$ cat src/rtl/framebuffer_pkg.sv
// Shared types and helpers for the multi-group framebuffer pixel fetcher.
package framebuffer_pkg;

  typedef enum logic [1:0] {
    IDLE,
    FETCH,
    DONE
  } fetch_state_t;

  function automatic int unsigned addr_width(input int unsigned pw, input int unsigned ph,
                                             input int unsigned ng);
    return 1 + $clog2(ng) + $clog2(ph) + $clog2(pw);
  endfunction

  function automatic int unsigned pixel_bus_width(input int unsigned bpp, input int unsigned ng);
    return ng * bpp * 8;
  endfunction

  // Packs {frame, group, row, col}; each field is masked to its width so no carry crosses fields.
  function automatic logic [63:0] pack_addr(input logic frame, input int unsigned grp,
                                            input int unsigned row, input int unsigned col,
                                            input int unsigned gw, input int unsigned rw,
                                            input int unsigned cw);
    logic [63:0] a;
    a = 64'(frame);
    a = (a << gw) | (64'(grp) & ((64'd1 << gw) - 64'd1));
    a = (a << rw) | (64'(row) & ((64'd1 << rw) - 64'd1));
    a = (a << cw) | (64'(col) & ((64'd1 << cw) - 64'd1));
    return a;
  endfunction

endpackage

$ cat src/rtl/fetch_capture_pipe.sv
// Delays (issue valid, group index) by the RAM read latency to form capture strobes.
module fetch_capture_pipe #(
  parameter int LATENCY = 1,
  parameter int GW      = 1
) (
  input  logic          clk_in,
  input  logic          reset_n,
  input  logic          issue_valid,
  input  logic [GW-1:0] issue_group,
  output logic          cap_valid,
  output logic [GW-1:0] cap_group
);

  logic [LATENCY-1:0] valid_sr;
  logic [GW-1:0]      group_sr [LATENCY];

  always_ff @(posedge clk_in or negedge reset_n) begin
    if (!reset_n) begin
      valid_sr <= '0;
      for (int unsigned k = 0; k < LATENCY; k++) group_sr[k] <= '0;
    end else begin
      valid_sr[0] <= issue_valid;
      group_sr[0] <= issue_group;
      for (int unsigned k = 1; k < LATENCY; k++) begin
        valid_sr[k] <= valid_sr[k-1];
        group_sr[k] <= group_sr[k-1];
      end
    end
  end

  assign cap_valid = valid_sr[LATENCY-1];
  assign cap_group = group_sr[LATENCY-1];

endmodule

$ cat src/rtl/framebuffer_fetch_multi.sv
// Fetches NUM_GROUPS scan-group pixels for one (row, column) and presents them atomically.
module framebuffer_fetch_multi
  import framebuffer_pkg::*;
#(
  parameter int PIXEL_WIDTH     = 64,
  parameter int PIXEL_HEIGHT    = 16,
  parameter int BYTES_PER_PIXEL = 2,
  parameter int NUM_GROUPS      = 2,
  parameter int RAM_LATENCY     = 1,
  parameter int MIRROR_COLUMNS  = 1
) (
  input  logic                                                 clk_in,
  input  logic                                                 reset_n,
  input  logic                                                 pixel_load_start,
  input  logic [$clog2(PIXEL_WIDTH)-1:0]                       column_address,
  input  logic [$clog2(PIXEL_HEIGHT)-1:0]                      row_address,
  input  logic                                                 frame_select,
  input  logic [BYTES_PER_PIXEL*8-1:0]                         ram_data_in,
  output logic [addr_width(PIXEL_WIDTH, PIXEL_HEIGHT, NUM_GROUPS)-1:0] ram_address,
  output logic                                                 ram_clk_enable,
  output logic [pixel_bus_width(BYTES_PER_PIXEL, NUM_GROUPS)-1:0] pixel_data,
  output logic                                                 pixel_valid,
  output logic                                                 busy,
  output logic                                                 overrun
);

  localparam int CLW  = $clog2(PIXEL_WIDTH);
  localparam int RW   = $clog2(PIXEL_HEIGHT);
  localparam int GW   = $clog2(NUM_GROUPS);
  localparam int AW   = addr_width(PIXEL_WIDTH, PIXEL_HEIGHT, NUM_GROUPS);
  localparam int DW   = BYTES_PER_PIXEL * 8;
  localparam int CNTW = $clog2(NUM_GROUPS + RAM_LATENCY) + 1;

  fetch_state_t    state, state_next;
  logic [CLW-1:0]  col_l;
  logic [RW-1:0]   row_l;
  logic            frame_l;
  logic [CNTW-1:0] issue_cnt;
  logic            issue_last;
  logic            fin;
  logic [DW-1:0]   staging [NUM_GROUPS];
  logic            cap_valid;
  logic [GW-1:0]   cap_group;

  function automatic logic [CLW-1:0] col_field(input logic [CLW-1:0] c);
    return (MIRROR_COLUMNS != 0) ? ~c : c;
  endfunction

  assign issue_last     = (issue_cnt == CNTW'(NUM_GROUPS - 1));
  assign ram_clk_enable = (state == FETCH);
  assign busy           = (state != IDLE);

  fetch_capture_pipe #(
    .LATENCY (RAM_LATENCY),
    .GW      (GW)
  ) u_pipe (
    .clk_in      (clk_in),
    .reset_n     (reset_n),
    .issue_valid (state == FETCH),
    .issue_group (issue_cnt[GW-1:0]),
    .cap_valid   (cap_valid),
    .cap_group   (cap_group)
  );

  // DONE covers the drain window until the last capture has landed in staging.
  always_comb begin
    state_next = state;
    case (state)
      IDLE:    if (pixel_load_start) state_next = FETCH;
      FETCH:   if (issue_last)       state_next = DONE;
      DONE:    if (fin)              state_next = IDLE;
      default:                       state_next = IDLE;
    endcase
  end

  always_ff @(posedge clk_in or negedge reset_n) begin
    if (!reset_n) begin
      state       <= IDLE;
      col_l       <= '0;
      row_l       <= '0;
      frame_l     <= 1'b0;
      issue_cnt   <= '0;
      fin         <= 1'b0;
      ram_address <= '0;
      pixel_data  <= '0;
      pixel_valid <= 1'b0;
      overrun     <= 1'b0;
      for (int unsigned g = 0; g < NUM_GROUPS; g++) staging[g] <= '0;
    end else begin
      state       <= state_next;
      pixel_valid <= 1'b0;
      fin         <= cap_valid && (cap_group == GW'(NUM_GROUPS - 1));
      if (cap_valid) staging[cap_group] <= ram_data_in;
      if (pixel_load_start && (state != IDLE)) overrun <= 1'b1;
      case (state)
        IDLE: if (pixel_load_start) begin
          col_l       <= column_address;
          row_l       <= row_address;
          frame_l     <= frame_select;
          issue_cnt   <= '0;
          ram_address <= AW'(pack_addr(frame_select, 0, 32'(row_address),
                                       32'(col_field(column_address)), GW, RW, CLW));
        end
        FETCH: if (!issue_last) begin
          issue_cnt   <= issue_cnt + CNTW'(1);
          ram_address <= AW'(pack_addr(frame_l, 32'(issue_cnt) + 32'd1, 32'(row_l),
                                       32'(col_field(col_l)), GW, RW, CLW));
        end
        DONE: if (fin) begin
          for (int unsigned g = 0; g < NUM_GROUPS; g++) pixel_data[g*DW +: DW] <= staging[g];
          pixel_valid <= 1'b1;
        end
        default: ;
      endcase
    end
  end

endmodule

$ cat config.mk
export PLATFORM = sky130hd
export DESIGN_NAME = framebuffer_fetch_multi
export DESIGN_NICKNAME = d
export VERILOG_FILES = /design/src/rtl/framebuffer_pkg.sv /design/src/rtl/fetch_capture_pipe.sv /design/src/rtl/framebuffer_fetch_multi.sv
export SDC_FILE = /design/constraint.sdc
export NUM_CORES = 1
export LEC_CHECK = 0
export BUFFER_PORTS_ARGS = -buffer_cell sky130_fd_sc_hd__buf_2
export CORE_MARGIN = 2
export CORE_UTILIZATION = 41
export DETAILED_ROUTE_END_ITERATION = 6
export PLACE_DENSITY_LB_ADDON = 0.12
export SLEW_MARGIN = 30
export SYNTH_ARGS = -nofsm -noshare
export SYNTH_HDL_FRONTEND = slang
export SYNTH_SLANG_ARGS = --single-unit
$ cat constraint.sdc
create_clock -name clk_in -period 2.17 [get_ports clk_in]
set_clock_uncertainty 0.15 [all_clocks]
set_input_delay 0 -clock clk_in [delete_from_list [all_inputs] [get_ports clk_in]]
set_output_delay 0 -clock clk_in [all_outputs]
set_load 0.02 [all_outputs]
==> summary.md <==
| Metric | Value |
|---|---|
| First-pass GRT wire length | 11.5 mm |
| Synthesized area | 0.00375 mm2 |
| Synth Area per Inst | 16.3 um2 |
| Largest family of logic cells by synthesized area | multiplexers |
| Clock Tree Buf Depth | 2 |
| Detail Placement HPWL | 4.46 mm |
| Row count | 34 |
| Num CTS Buffers | 9 |
| Setup crit end kind | flip-flop |
| ANT nets after route | 0 |
| Initial Util | 42.6% |
| WL final | 6.80 mm |
| Worst rel slew slack | 70.8% |
| Reg-to-Reg End | ram_address[0] |
| Worst Path Arrival | 1.78 ns |
| Post-synthesis xor/xnor area fraction | 0% |
| Largest fanout on the critical path | 15 |
| WP data required | 2.25 ns |
| WL/cell | 14.8 um |
| FFs w/ async S/R, synth | 100% |
| Crit path kind | flip-flop to flip-flop |
| Placeable Area | 0.00881 mm2 |
| Routed met3 length | 269 um |
| Met2 routed WL | 3.15 mm |
| Worst-path clk slew | 0.10 ns |
| Power density over the cells | 1520 mW/mm2 |
| Adder-cell area share of the yosys netlist | 0.668% |
| Syn Nets | 262 |
| Yosys reg bits | 96 |
| Peak supply drop | 0.639 mV |
| Slew Limit Fails | 0 |
| Vias in the first global route | 2281 |
| Simple-gate share of the synthesized area | 1.97% |
| Setup TNS | 0 ns |
| Fin Hold WS | 0.0426 ns |
| Worst slew pin tran | 0.438 ns |
| Clock Latency Late Sink | 0.35 ns |
| Register area share after synthesis | 64.1% |
| Final nets | 377 |
| R2r setup slk | 0.47 ns |
| CTS tree | done |
| Hold/Removal Path Class | input port to async pin |
| Most frequent cells after synthesis | dfrtp_1, mux2_2, mux2i_1 |
| DR DRC count | 0 |
| Die height | 99.6 um |
| Diodes inserted | 0 |
| Total Power | 7.29 mW |
| Hold Vio Cnt, Final | 0 |
| Leakage power | 2.34 nW |
| DR vias/cell | 4.81 |
| Crit share post-route | 78.1% |
| Routability cong. | 0.671 |
| Largest net degree at the start of global routing | 52 |
| Cell with the most instances after synthesis | dfrtp_1 |
| H-tree levels | 3 |
| Top sig layer | met4 |
| GRT overflow | 0 |
| Status | finished, final reports clean |
| Drt first pass iters | 4 |
| Yosys warning count | 0 |
| Max-cap violations | 0 |
| RR Startpoint | state[1] |
| GRT Overall Usage | 15.0% |
| Die span in x | 99.6 um |
| Layout cells sized above 1 | 56.0% |
| Post-synth top area cell | dfrtp_1 |
| Distinct cell type count of the synthesized netlist | 23 |
| Yosys top cell area share | 64.1% |
| Boundary Pins | 78 |
| Top cells by area, synth | dfrtp_1, mux2_2, mux2_4 |
| Min Tclk post-route | 1.70 ns |
| RSZ-0062 raised after global routing | false |
| Crit start category | flip-flop |
| Post-Route M1 WL | 3.27 mm |
| Top_reg_cell synth | dfrtp_1 |
| Synth Area in Compound Gates | 1.17% |
| Post-synth EDFFs | 0 |
| Syn-to-layout area delta | 28.2% |
| Root Buffer | clkbuf_8 |
| Port Buffers | 77 |
| Vias | 2204 |
| Antenna violations before repair | 0 |
| Die Area | 0.00992 mm2 |
| Mux cell area share after synthesis | 29.8% |
| Final Setup Violations | 0 |
| Initial DRC Count | 48 |
| Post-Syn Instances | 230 |
| CTS Sinks | 96 |
| Post-Place Cells | 412 |
| Worst r2r path cells | 4 |
| Fmax achieved | 590 MHz |
| Post-route insts no fill | 458 |
[state kept, by name (all words and copies together) (netlist names)]
name and cells:
ram_address 12, col_l 6, state 2, overrun 1, u_pipe.cap_group 1, fin 1
row_l 4, pixel_data 32, issue_cnt 2, staging 32, frame_l 1, pixel_valid 1
u_pipe.cap_valid 1
[cell type report]
| type | instances | area, um2 |
|---|---|---|
| repair buffers | 114 | 773 |
| well taps | 108 | 135 |
| inverters | 5 | 21.3 |
| multi-input cells | 119 | 1270 |
| fillers | 758 | 4000 |
| flip-flops and latches | 96 | 2400 |
| clock buffers | 11 | 141 |
| clock inverters | 5 | 63.8 |
[kinds of logic after synthesis]
family	count (synthesis)
compound gates	6
simple gates	13
mux	98
flops	96
fa+ha+maj	2
buf+inv	15
[metrics by stage]
step	area (um2)	utilization [%]	setup WS (ns)
after global placement	4300	48.9	0.515
after global routing	4800	54.6	0.380
after floorplan	3750	-	0.477
after CTS	4810	54.6	0.454
final	4800	54.6	0.474
after detailed placement	4300	48.9	0.466
[per-layer routing]
metal  global-route usage, %  vias up
li1                        -     1032
met1                    20.3     1109
met2                    23.5       54
met3                    3.51        9
met4                    6.01        0
met5                       0        -
[critical path: stages (launching register included)]
cell and delay (ns):
dfrtp_1 0.43, nand2b_1 0.22, inv_4 0.16, a21o_4 0.27, mux2_2 0.36
[power by group]
| part | internal, mW | leakage, nW | total, mW | switching [mW] |
|---|---|---|---|---|
| clock network | 0.576 | 0.101 | 1.20 | 0.621 |
| registers | 2.69 | 1.17 | 3.12 | 0.427 |
| logic | 1.53 | 1.07 | 2.97 | 1.44 |
[timing repair]
action                                  4_1_cts  5_1_grt
setup buffers                                 0        0
resized for setup                             0        0
hold buffers                                 30        0
endpoints found under the setup margin        0        0
endpoints found under the hold margin       151        0
[placed cells by master, fill, tap and decap left out, drive strengths merged, types with 2 or more instances in the layout]
cell	count
nor3b	2
clkbuf	11
inv	7
buf	85
nor2b	2
dfrtp	96
o21ai	3
dlygate4sd3	29
ha	2
nand2	3
mux2	91
mux2i	7
nand2b	2
a21o	2
[how the worst max path moves through the flow]
stage,from,to
after global placement,state[1],ram_address[11]
after CTS,state[1],ram_address[1]
final,state[1],ram_address[0]
after detailed placement,state[1],ram_address[1]
after global routing,state[1],ram_address[1]
after floorplan,state[1],ram_address[4]
No activity file was read; power rests on OpenSTA's default activity.
